$ cat src/rtl/prog_loader.sv
// Instruction-memory loader: assembles a framed, checksummed byte stream into
// big-endian words, writes them from START_ADDR upward, then releases the CPU.
module prog_loader #(
  parameter int unsigned N          = 16,
  parameter int unsigned DEPTH      = 1024,
  parameter int unsigned START_ADDR = 1
) (
  input  logic         clk,
  input  logic         rst,
  input  logic [7:0]   in_data,
  input  logic         in_valid,
  output logic         in_ready,
  input  logic         rearm,
  output logic [N-1:0] mem_addr,
  output logic [N-1:0] mem_data,
  output logic         mem_we,
  output logic         cpu_run,
  output logic         load_err,
  output logic [1:0]   err_code
);

  localparam int unsigned MAX_CNT = DEPTH - START_ADDR;

  typedef enum logic [2:0] {
    S_IDLE, S_CNT_LO, S_DATA_HI, S_DATA_LO, S_CHK, S_DONE, S_ERROR
  } state_t;

  state_t         state, state_d;
  logic [7:0]     cnt_hi, cnt_hi_d;
  logic [7:0]     hi_byte, hi_byte_d;
  logic [7:0]     xsum, xsum_d;
  logic [15:0]    remain, remain_d;
  logic [N-1:0]   wptr, wptr_d;
  logic [N-1:0]   mem_addr_d, mem_data_d;
  logic           mem_we_d, cpu_run_d, load_err_d, in_ready_d;
  logic [1:0]     err_code_d;
  logic           accept_c;
  logic [15:0]    count_c;

  assign accept_c = in_valid && in_ready;
  assign count_c  = {cnt_hi, in_data};

  // Next-state and next-output logic; every register holds unless updated.
  always_comb begin
    state_d    = state;
    cnt_hi_d   = cnt_hi;
    hi_byte_d  = hi_byte;
    xsum_d     = xsum;
    remain_d   = remain;
    wptr_d     = wptr;
    mem_addr_d = mem_addr;
    mem_data_d = mem_data;
    mem_we_d   = 1'b0;
    cpu_run_d  = cpu_run;
    load_err_d = load_err;
    err_code_d = err_code;

    // The checksum byte itself is never folded into the running XOR.
    if (accept_c && state != S_CHK) xsum_d = xsum ^ in_data;

    case (state)
      S_IDLE: begin
        if (accept_c) begin
          cnt_hi_d = in_data;
          state_d  = S_CNT_LO;
        end
      end
      S_CNT_LO: begin
        if (accept_c) begin
          remain_d = count_c;
          if (32'(count_c) > MAX_CNT) begin
            state_d    = S_ERROR;
            load_err_d = 1'b1;
            err_code_d = 2'd2;
          end else if (count_c == 16'd0) begin
            state_d = S_CHK;
          end else begin
            state_d = S_DATA_HI;
          end
        end
      end
      S_DATA_HI: begin
        if (accept_c) begin
          hi_byte_d = in_data;
          state_d   = S_DATA_LO;
        end
      end
      S_DATA_LO: begin
        if (accept_c) begin
          mem_we_d   = 1'b1;
          mem_addr_d = wptr;
          mem_data_d = N'({hi_byte, in_data});
          wptr_d     = wptr + N'(1);
          remain_d   = remain - 16'd1;
          state_d    = (remain == 16'd1) ? S_CHK : S_DATA_HI;
        end
      end
      S_CHK: begin
        if (accept_c) begin
          if (in_data == xsum) begin
            state_d   = S_DONE;
            cpu_run_d = 1'b1;
          end else begin
            state_d    = S_ERROR;
            load_err_d = 1'b1;
            err_code_d = 2'd1;
          end
        end
      end
      S_DONE, S_ERROR: begin
        if (rearm) begin
          state_d    = S_IDLE;
          cpu_run_d  = 1'b0;
          load_err_d = 1'b0;
          err_code_d = 2'd0;
          xsum_d     = 8'd0;
          wptr_d     = N'(START_ADDR);
        end
      end
      default: state_d = S_IDLE;
    endcase

    in_ready_d = !(state_d == S_DONE || state_d == S_ERROR);
  end

  // State and registered outputs.
  always_ff @(posedge clk) begin
    if (rst) begin
      state    <= S_IDLE;
      cnt_hi   <= 8'd0;
      hi_byte  <= 8'd0;
      xsum     <= 8'd0;
      remain   <= 16'd0;
      wptr     <= N'(START_ADDR);
      mem_addr <= '0;
      mem_data <= '0;
      mem_we   <= 1'b0;
      cpu_run  <= 1'b0;
      load_err <= 1'b0;
      err_code <= 2'd0;
      in_ready <= 1'b1;
    end else begin
      state    <= state_d;
      cnt_hi   <= cnt_hi_d;
      hi_byte  <= hi_byte_d;
      xsum     <= xsum_d;
      remain   <= remain_d;
      wptr     <= wptr_d;
      mem_addr <= mem_addr_d;
      mem_data <= mem_data_d;
      mem_we   <= mem_we_d;
      cpu_run  <= cpu_run_d;
      load_err <= load_err_d;
      err_code <= err_code_d;
      in_ready <= in_ready_d;
    end
  end

endmodule

$ cat config.mk
export PLATFORM = sky130hd
export DESIGN_NAME = prog_loader
export DESIGN_NICKNAME = d
export VERILOG_FILES = /design/src/rtl/prog_loader.sv
export SDC_FILE = /design/constraint.sdc
export NUM_CORES = 1
export LEC_CHECK = 0
export CAP_MARGIN = 20
export CORE_AREA = 5 5 94 96
export CTS_CLUSTER_SIZE = 8
export DETAILED_ROUTE_END_ITERATION = 12
export DIE_AREA = 0 0 99 101
export GPL_ROUTABILITY_DRIVEN = 0
export GPL_TIMING_DRIVEN = 0
export PLACE_DENSITY_LB_ADDON = 0.08
export SYNTH_ARGS = -nofsm -noshare
export SYNTH_HDL_FRONTEND = slang
export SYNTH_SLANG_ARGS = --single-unit
$ cat constraint.sdc
create_clock -name clk -period 2.5 [get_ports clk]
set_input_delay 0.5 -clock clk [delete_from_list [all_inputs] [get_ports clk]]
set_output_delay 0.5 -clock clk [all_outputs]
set_load 0.05 [all_outputs]
Yosys cells after proc, flatten, opt, wreduce, memory -nomap -nowiden
Cells that the tools add are included.
{"block": "op_classes", "n_addsub": 2, "magnitude_cmp": 1, "eq_ne": 18, "mux": 36, "bitwise_logic": 2, "n_reduce_logical": 19}
{"op": "$mux W16", "count": 4}
{"op": "$pmux W16 S2", "count": 2}
{"op": "$mux W3", "count": 9}
{"op": "$mux W8", "count": 3}
{"op": "$pmux W3 S6", "count": 1}
{"op": "$add A16 B1 Y16 const B", "count": 1}
{"op": "$eq A16 B1 Y1 const B", "count": 1}
{"op": "$gt A16 B10 Y1 const B", "count": 1}
{"op": "$logic_not A16 Y1", "count": 1}
{"op": "$sub A16 B1 Y16 const B", "count": 1}
{"op": "$eq A3 B3 Y1 const B", "count": 5}
{"op": "$ne A2 B2 Y1 const B", "count": 7}
{"op": "$mux W2", "count": 6}
{"op": "$eq A8 B8 Y1", "count": 1}
{"op": "$mux W1", "count": 8}
{"op": "$xor A8 B8 Y8", "count": 1}
{"op": "$eq A3 B2 Y1 const B", "count": 2}
{"op": "$pmux W2 S3", "count": 1}
{"op": "$reduce_and A2 Y1", "count": 3}
{"op": "$reduce_and A3 Y1", "count": 2}
{"op": "$reduce_and A6 Y1", "count": 1}
{"op": "$reduce_bool A2 Y1", "count": 3}
{"op": "$reduce_and A4 Y1", "count": 1}
{"op": "$reduce_or A2 Y1", "count": 2}
{"op": "10 further kinds", "count": 11}
{"block": "word_totals", "regBits": 97, "out_inout_bits": 38, "word_cells": 91}

Logic depth before layout (Yosys ltp)
Gate-level depths: netlist of the first run.
{"block": "logic_depth", "word_depth": 8, "mapped_depth": 8, "mapped_depth_nobuf": 6}

Least setup slack after synthesis of the first run
OpenSTA, ideal clock, no wires.
{"block": "synth_path", "kind": "register to register", "start": "register in_ready", "end": "register wptr[12]", "t_arrival_ns": 1.880, "t_required_ns": 2.429, "slack_ns": 0.549, "path_stages_with_launch": 7, "n_path_buf": 1, "synth_period_minus_slack_ns": 1.951, "cell_sequence": "dfxtp_1 nand2_1 nor2_1 o2111ai_1 clkbuf_1 or3_1 a21oi_1"}
{"block": "synth_between", "elab_chain_len": 3}
{"element": "start: declaration", "line_no": "12", "source": "output logic in_ready,"}
{"element": "start signal: assignment", "line_no": "155", "source": "in_ready <= in_ready_d;"}
{"element": "$logic_and A1 B1 Y1", "line_no": "40", "source": "assign accept_c = in_valid && in_ready;"}
{"element": "$ne A2 B2 Y1 (no line)"}
{"element": "$reduce_and A3 Y1 (no line)"}
{"element": "end signal: assignment", "line_no": "134", "source": "wptr <= N'(START_ADDR);"}
{"element": "end signal: assignment", "line_no": "148", "source": "wptr <= wptr_d;"}
{"element": "end: declaration", "line_no": "33", "source": "logic [N-1:0] wptr, wptr_d;"}
No other way between the ends.
A chain may end at the register's enable or synchronous reset.

Worst setup path in the final report of the first run
{"block": "layout_path", "start": "input port in_valid", "end": "register mem_data[5]"}
{"block": "layout_between", "elab_chain_len": 2}
{"element": "start: declaration", "line_no": "11", "source": "input logic in_valid,"}
{"element": "$logic_and A1 B1 Y1", "line_no": "40"}
{"element": "$reduce_and A2 Y1 (no line)"}
{"element": "end signal: assignment", "line_no": "150", "source": "mem_data <= mem_data_d;"}
{"element": "end: declaration", "line_no": "15", "source": "output logic [N-1:0] mem_data,"}
No other way between the ends.

==> results of run 1 <==
-- critical path: stages --
cell	delay [ps]
sky130_fd_sc_hd__clkdlybuf4s50_1	500
sky130_fd_sc_hd__nand2_1	190
sky130_fd_sc_hd__nor2_1	310
sky130_fd_sc_hd__clkbuf_2	340
sky130_fd_sc_hd__clkbuf_1	380
sky130_fd_sc_hd__nand2_1	110
sky130_fd_sc_hd__a21oi_1	170
-- cell usage in the layout (no fill, tap or decap), types with 10 or more instances in the layout --
| cell | count |
|---|---|
| sky130_fd_sc_hd__a21oi_1 | 59 |
| sky130_fd_sc_hd__clkbuf_1 | 33 |
| sky130_fd_sc_hd__clkbuf_8 | 10 |
| sky130_fd_sc_hd__clkdlybuf4s50_1 | 41 |
| sky130_fd_sc_hd__dfxtp_1 | 97 |
| sky130_fd_sc_hd__mux2i_1 | 16 |
| sky130_fd_sc_hd__nand2_1 | 97 |
| sky130_fd_sc_hd__nand3_1 | 10 |
| sky130_fd_sc_hd__nor2_1 | 58 |
| sky130_fd_sc_hd__o21ai_0 | 24 |
| sky130_fd_sc_hd__xnor2_1 | 15 |
| sky130_fd_sc_hd__xor2_1 | 11 |
-- state kept, by name (all words and copies together) (netlist names), 3 cells and up --
register and count:
cnt_hi 8, mem_addr 16, remain 16, mem_data 16
xsum 8, hi_byte 8, state 3, wptr 16
-- final timing paths --
path,from,to,slack [ps],depth (start not counted)
worst max-delay path,in_valid,mem_data[5]$_SDFFE_PP0P_,280,7
worst min-delay path,hi_byte[7]$_SDFFE_PP0P_,mem_data[15]$_SDFFE_PP0P_,460,2
worst max register to register,state[0]$_SDFF_PP0_,mem_data[5]$_SDFFE_PP0P_,310,6
worst min register to register,hi_byte[7]$_SDFFE_PP0P_,mem_data[15]$_SDFFE_PP0P_,460,2
-- per-layer routing --
metal  up-vias  global-route usage  wire length [µm]
met5         -                   0                 0
met4         0              0.0956               251
met3        21              0.0311               464
met2        83               0.374              5260
met1      1821               0.265              4670
li1       1949                   -                 -
-- through the flow --
step	hold slack [ps]	instances	setup slack (ps)	setup TNS, ps
floorplan	431	535	549	0
global placement	438	681	-184	-4360
detailed placement	448	681	-220	-5790
CTS	460	697	133	0
global route	481	697	138	0
finish	456	697	282	0
-- cell type report --
class / instances / area, µm²
buffer: 40 / 159
clock buffer: 11 / 141
clock inverter: 5 / 62.6
fill: 706 / 2900
inverter: 9 / 33.8
multi-input combinational: 389 / 2190
sequential: 97 / 1940
tap: 105 / 131
timing repair buffer: 41 / 410
-- cells by family (layout without fill, tap and decap cells) --
group,after synthesis,after routing
AOI/OAI and AO/OA,124,124
xor gates and xnor gates,26,26
adders and majority gates,4,4
buffers and inverters,49,106
DFF,97,97
muxes,16,16
and+or+nand+nor,219,219
-- power breakdown --
group / internal [mW] / switching (mW)
Clock: 0.495 / 0.537
Sequential: 1.60 / 0.0535
Combinational: 0.163 / 0.284
==> impl_metrics.xml, run 1 <==
<?xml version="1.0" encoding="UTF-8"?>
<metrics>
  <group name="yosys">
    <metric name="yosys_warnings" unit="">0</metric>
    <metric name="synth_area_leaders" unit="">sky130_fd_sc_hd__dfxtp_1 45%, sky130_fd_sc_hd__nand2_1 8.4%, sky130_fd_sc_hd__a21oi_1 6.8%, sky130_fd_sc_hd__nor2_1 5.0%, sky130_fd_sc_hd__mux2i_1 3.7%</metric>
    <metric name="ys_async_sr_fraction" unit="">0</metric>
    <metric name="synth_xor_area_frac" unit="">0.0527</metric>
    <metric name="synth.lib_cells_used.distinct" unit="">52</metric>
    <metric name="synth-edff-count" unit="">0</metric>
    <metric name="synth_compound_area_frac" unit="">0.174</metric>
    <metric name="post_syn_area_per_cell" unit="µm²">8.07</metric>
    <metric name="post_synth_and_or_nand_nor_area_fraction" unit="">0.231</metric>
    <metric name="yosys.area_share.adder" unit="">0.0110</metric>
    <metric name="syn-instance-count" unit="">535</metric>
    <metric name="muxShareOfSynthArea" unit="">0.0371</metric>
    <metric name="synthesis.nets" unit="">550</metric>
    <metric name="main_combinational_cell_family_by_area_after_synthesis" unit="">simple AND/OR/NAND/NOR gates</metric>
    <metric name="synth_top_cell_area_share" unit="">0.450</metric>
    <metric name="most_used_standard_cells_in_the_synthesized_netlist" unit="">97 x sky130_fd_sc_hd__dfxtp_1, 97 x sky130_fd_sc_hd__nand2_1, 59 x sky130_fd_sc_hd__a21oi_1, 58 x sky130_fd_sc_hd__nor2_1, 33 x sky130_fd_sc_hd__clkbuf_1</metric>
    <metric name="postSynth.topFlopCell" unit="">sky130_fd_sc_hd__dfxtp_1</metric>
    <metric name="synthDominantAreaCellType" unit="">sky130_fd_sc_hd__dfxtp_1</metric>
    <metric name="seq_area_frac_synth" unit="">0.450</metric>
    <metric name="post_synth_instance_area" unit="µm²">4320</metric>
    <metric name="postSynthRegisterBits" unit="">97</metric>
  </group>
  <group name="hold_path">
    <metric name="worst_hold_path_type" unit="">reg -&gt; reg</metric>
  </group>
  <group name="power">
    <metric name="design_power_total" unit="mW">3.14</metric>
    <metric name="power.static_leakage" unit="nW">1.71</metric>
    <metric name="cellPowerDensity" unit="nW/µm²">619</metric>
    <metric name="ir_worst_vdd" unit="µV">372</metric>
  </group>
  <group name="clocking">
    <metric name="cts_hold_buffers" unit="">0</metric>
    <metric name="cts_setup_buffers" unit="">0</metric>
    <metric name="cts-buffers-inserted" unit="">9</metric>
    <metric name="clk_latency" unit="ps">360</metric>
    <metric name="max-clock-path-buffers" unit="">2</metric>
    <metric name="ctsHtreeMaxLevel" unit="">3</metric>
    <metric name="clk_pin_slew_worst_paths" unit="ps">100</metric>
    <metric name="cts_tree" unit="">yes</metric>
    <metric name="cts_resized" unit="">0</metric>
    <metric name="clock-sinks" unit="">97</metric>
    <metric name="buffer_type_at_the_clock_tree_root" unit="">sky130_fd_sc_hd__clkbuf_8</metric>
  </group>
  <group name="routing">
    <metric name="remaining_drc_errors" unit="">0</metric>
    <metric name="drtIter0Drc" unit="">200</metric>
    <metric name="wl_per_instance" unit="µm">15.3</metric>
    <metric name="final_antenna_net_count" unit="">0</metric>
    <metric name="drt_first_pass_iters" unit="">5</metric>
    <metric name="vias_per_cell" unit="">5.56</metric>
    <metric name="route.final.wire_length" unit="mm">10.6</metric>
    <metric name="num_vias" unit="">3874</metric>
  </group>
  <group name="sta">
    <metric name="number_of_setup_violations_in_the_final_report" unit="">0</metric>
    <metric name="finalMaxSlewViolations" unit="">0</metric>
    <metric name="finalCritPeriodShare" unit="">0.887</metric>
    <metric name="maxClockFrequency" unit="GHz">0.451</metric>
    <metric name="max-slew-margin-rel" unit="">0.549</metric>
    <metric name="setup_repair_after_global_routing_missed_its_margin" unit="">false</metric>
    <metric name="skew" unit="ps">9.29</metric>
    <metric name="fin_crit" unit="ps">2220</metric>
    <metric name="final-hold-violation-count" unit="">0</metric>
    <metric name="worstMarginPinSlew" unit="ps">676</metric>
  </group>
  <group name="grt">
    <metric name="grt-ovfl-total" unit="">0</metric>
    <metric name="grt.total_usage" unit="">0.215</metric>
    <metric name="grt_first_pass_wirelength" unit="mm">17.5</metric>
    <metric name="first_global_vias" unit="">3706</metric>
    <metric name="grt_start_max_net_pins" unit="">17</metric>
    <metric name="antenna_found_initial" unit="">0</metric>
  </group>
  <group name="layout">
    <metric name="final_core_util" unit="">0.636</metric>
    <metric name="flow.area_growth_from_synthesis" unit="%">17.3</metric>
    <metric name="insertedDiodeCount" unit="">0</metric>
    <metric name="layout-drive-gt1-share" unit="">0.0490</metric>
    <metric name="design_area" unit="µm²">5070</metric>
    <metric name="nets" unit="">602</metric>
  </group>
  <group name="worst_setup_path">
    <metric name="crit_type" unit="">in -&gt; reg</metric>
    <metric name="setup.worst_path.start_class" unit="">input port</metric>
    <metric name="cp_data_required_time" unit="ps">2790</metric>
    <metric name="critical_path_sink_type" unit="">register</metric>
    <metric name="critical_path_peak_fanout" unit="">10</metric>
    <metric name="arrival" unit="ps">2510</metric>
  </group>
  <group name="floorplanning">
    <metric name="floorplan.rows" unit="">33</metric>
    <metric name="design.portCount" unit="">50</metric>
    <metric name="initial_core_util" unit="">0.542</metric>
    <metric name="area_enclosed_by_the_die_boundary" unit="µm²">10000</metric>
    <metric name="horiz_die_dim" unit="µm">99</metric>
    <metric name="die_y" unit="µm">101</metric>
    <metric name="core-area" unit="µm²">7970</metric>
  </group>
  <group name="job">
    <metric name="cap_viol_max_count" unit="">0</metric>
  </group>
  <group name="placement">
    <metric name="port_buf_inserts" unit="">41</metric>
    <metric name="placed_wire_length_estimate_after_detailed_placement" unit="mm">7.72</metric>
    <metric name="placed_area" unit="µm²">4860</metric>
  </group>
  <group name="run_status">
    <metric name="status" unit="">finished, final reports clean</metric>
  </group>
</metrics>
(Power assumes the default switching activity.)
==> run 2: changes to the inputs <==
CORE_AREA = 5 5 126 128   (was 5 5 94 96)
DIE_AREA = 0 0 131 133   (was 0 0 99 101)
==> run 2 against run 1 <==
Effect of this change:
- setup slack worse by 76 ps
- clock power is 28% higher
- worst hold slack worse by 7.7 ps
- clock skew is 2.9 ps higher
- count of clock-buffer cells in the layout is 1 higher
- sequential cell count stayed put
- utilization is 28 points lower
- combinational power is 4% higher
- via count is 0.23% lower
- first-iteration DRC count is 19% higher
- cell area is 3.5% higher
==> impl_metrics.xml, run 2 (synthesis results as in run 1) <==
<?xml version="1.0" encoding="UTF-8"?>
<metrics>
  <group name="layout">
    <metric name="insertedDiodeCount" unit="">0</metric>
    <metric name="layout-drive-gt1-share" unit="">0.0525</metric>
    <metric name="most-common-layout-cells" unit="">97 x sky130_fd_sc_hd__nand2_1, 97 x sky130_fd_sc_hd__dfxtp_1, 59 x sky130_fd_sc_hd__a21oi_1</metric>
    <metric name="nets" unit="">602</metric>
    <metric name="flow.area_growth_from_synthesis" unit="%">21.4</metric>
    <metric name="final_core_util" unit="">0.355</metric>
  </group>
  <group name="floorplanning">
    <metric name="design.portCount" unit="">50</metric>
    <metric name="area_enclosed_by_the_die_boundary" unit="µm²">17400</metric>
    <metric name="core-area" unit="µm²">14800</metric>
    <metric name="initial_core_util" unit="">0.293</metric>
    <metric name="horiz_die_dim" unit="µm">131</metric>
    <metric name="floorplan.rows" unit="">45</metric>
    <metric name="die_y" unit="µm">133</metric>
  </group>
  <group name="worst_setup_path">
    <metric name="setup.worst_path.start_class" unit="">input port</metric>
    <metric name="critical_path_peak_fanout" unit="">10</metric>
    <metric name="arrival" unit="ps">2520</metric>
    <metric name="slowest_delay" unit="ps">490</metric>
    <metric name="crit_path_top_delay_cell" unit="">sky130_fd_sc_hd__clkdlybuf4s50_1</metric>
    <metric name="crit_family" unit="">buffers and inverters</metric>
    <metric name="cp_data_required_time" unit="ps">2730</metric>
    <metric name="cp_cell_sequence" unit="">clkdlybuf4s50_1, nand2_1, nor3b_1, clkbuf_1, o21ai_0, a22oi_1, nor2_1</metric>
    <metric name="crit_type" unit="">in -&gt; reg</metric>
    <metric name="cp_num_buf_inv" unit="">2</metric>
    <metric name="critical_path_sink_type" unit="">register</metric>
  </group>
  <group name="sta">
    <metric name="hold_ws" unit="ps">449</metric>
    <metric name="finalMaxSlewViolations" unit="">0</metric>
    <metric name="fin_crit" unit="ps">2290</metric>
    <metric name="finalCritPeriodShare" unit="">0.918</metric>
    <metric name="setup_repair_after_global_routing_missed_its_margin" unit="">false</metric>
    <metric name="final-hold-violation-count" unit="">0</metric>
    <metric name="skew" unit="ps">12.2</metric>
    <metric name="number_of_setup_violations_in_the_final_report" unit="">0</metric>
    <metric name="maxClockFrequency" unit="GHz">0.436</metric>
    <metric name="max-slew-margin-rel" unit="">0.510</metric>
    <metric name="worstMarginPinSlew" unit="ps">735</metric>
  </group>
  <group name="grt">
    <metric name="grt-ovfl-total" unit="">0</metric>
    <metric name="first_global_vias" unit="">3734</metric>
    <metric name="antenna_found_initial" unit="">0</metric>
    <metric name="grt.total_usage" unit="">0.151</metric>
    <metric name="grt_first_pass_wirelength" unit="mm">20.5</metric>
    <metric name="grt_start_max_net_pins" unit="">16</metric>
  </group>
  <group name="clocking">
    <metric name="ctsHtreeMaxLevel" unit="">3</metric>
    <metric name="clock-sinks" unit="">97</metric>
    <metric name="max-clock-path-buffers" unit="">2</metric>
    <metric name="cts_setup_buffers" unit="">0</metric>
    <metric name="buffer_type_at_the_clock_tree_root" unit="">sky130_fd_sc_hd__clkbuf_16</metric>
    <metric name="clk_latency" unit="ps">350</metric>
    <metric name="clk_pin_slew_worst_paths" unit="ps">70</metric>
    <metric name="cts-buffers-inserted" unit="">9</metric>
    <metric name="cts_tree" unit="">yes</metric>
  </group>
  <group name="routing">
    <metric name="final_antenna_net_count" unit="">0</metric>
    <metric name="wl_per_instance" unit="µm">16.3</metric>
    <metric name="drtIter0Drc" unit="">237</metric>
    <metric name="vias_per_cell" unit="">4.96</metric>
    <metric name="drt_first_pass_iters" unit="">6</metric>
    <metric name="route.final.wire_length" unit="mm">12.7</metric>
    <metric name="num_vias" unit="">3865</metric>
    <metric name="remaining_drc_errors" unit="">0</metric>
  </group>
  <group name="power">
    <metric name="power_frac_clock" unit="">0.385</metric>
    <metric name="power.static_leakage" unit="nW">1.76</metric>
    <metric name="switching_power" unit="mW">0.973</metric>
    <metric name="ir_worst_vdd" unit="µV">285</metric>
    <metric name="p_int" unit="mW">2.47</metric>
    <metric name="p_seq_frac" unit="">0.481</metric>
    <metric name="relative_contribution_of_combinational_cells_to_total_power" unit="">0.134</metric>
    <metric name="cellPowerDensity" unit="nW/µm²">657</metric>
    <metric name="power.share.switching" unit="">0.283</metric>
  </group>
  <group name="placement">
    <metric name="port_buf_inserts" unit="">41</metric>
    <metric name="placed_wire_length_estimate_after_detailed_placement" unit="mm">8.86</metric>
  </group>
  <group name="run_status">
    <metric name="status" unit="">finished, final reports clean</metric>
  </group>
  <group name="hold_path">
    <metric name="worst_hold_path_type" unit="">reg -&gt; reg</metric>
  </group>
  <group name="job">
    <metric name="cap_viol_max_count" unit="">0</metric>
  </group>
</metrics>
[run 2: layout make-up]
cell class / instances / area [µm²]
clock inverter: 3 / 25.0
inverter: 9 / 33.8
buffer: 40 / 164
timing repair buffer: 41 / 410
sequential: 97 / 1940
fill: 1585 / 9510
multi-input combinational: 389 / 2190
tap: 188 / 235
clock buffer: 12 / 246
[run 2: what timing repair did]
item,CTS,global route
setup endpoints to repair,27,33
hold buffers,0,0
resized for setup,1,7
[run 2: final timing paths]
| kind | slack, ps | from | to | cells past startpoint |
|---|---|---|---|---|
| worst max register to register | 240 | remain[2]$_SDFFE_PP0P_ | remain[15]$_SDFFE_PP0P_ | 5 |
| worst min-delay path | 450 | load_err$_SDFFE_PP0P_ | load_err$_SDFFE_PP0P_ | 2 |
| worst min register to register | 450 | load_err$_SDFFE_PP0P_ | load_err$_SDFFE_PP0P_ | 2 |
| worst max-delay path | 210 | in_valid | remain[2]$_SDFFE_PP0P_ | 7 |
[run 2: power by group through the flow]
| stage | sequential [mW] | clock (mW) | combinational (mW) |
|---|---|---|---|
| after floorplan | 1.70 | 0 | 0.315 |
| after global placement | 1.69 | 0 | 0.457 |
| after detailed placement | 1.69 | 0 | 0.460 |
| after CTS | 1.66 | 1.36 | 0.463 |
| after global routing | 1.66 | 1.42 | 0.513 |
| final | 1.66 | 1.32 | 0.463 |
[run 2: per-stage QoR]
stage	worst slack (ps)	area, µm²	cells	TNS (ps)	power (mW)
CTS	109	5240	779	0	3.48
floorplan	549	4320	535	0	2.01
detailed placement	-472	4960	764	-15840	2.15
global placement	-419	4960	764	-14240	2.15
global route	31.4	5240	779	0	3.60
finish	205	5240	779	0	3.44
[run 2: worst min-delay path, stage by stage, from the launching register on]
cell and delay [ps]:
sky130_fd_sc_hd__dfxtp_1 310, sky130_fd_sc_hd__inv_1 50, sky130_fd_sc_hd__a21oi_1 50
[run 2: per-layer routing]
layer	global-route usage	vias to the layer above	part of all wire
met4	0.0703	0	0.023
met2	0.223	76	0.45
met1	0.208	1822	0.49
li1	-	1946	-
met5	0	-	0
met3	0.0315	21	0.038
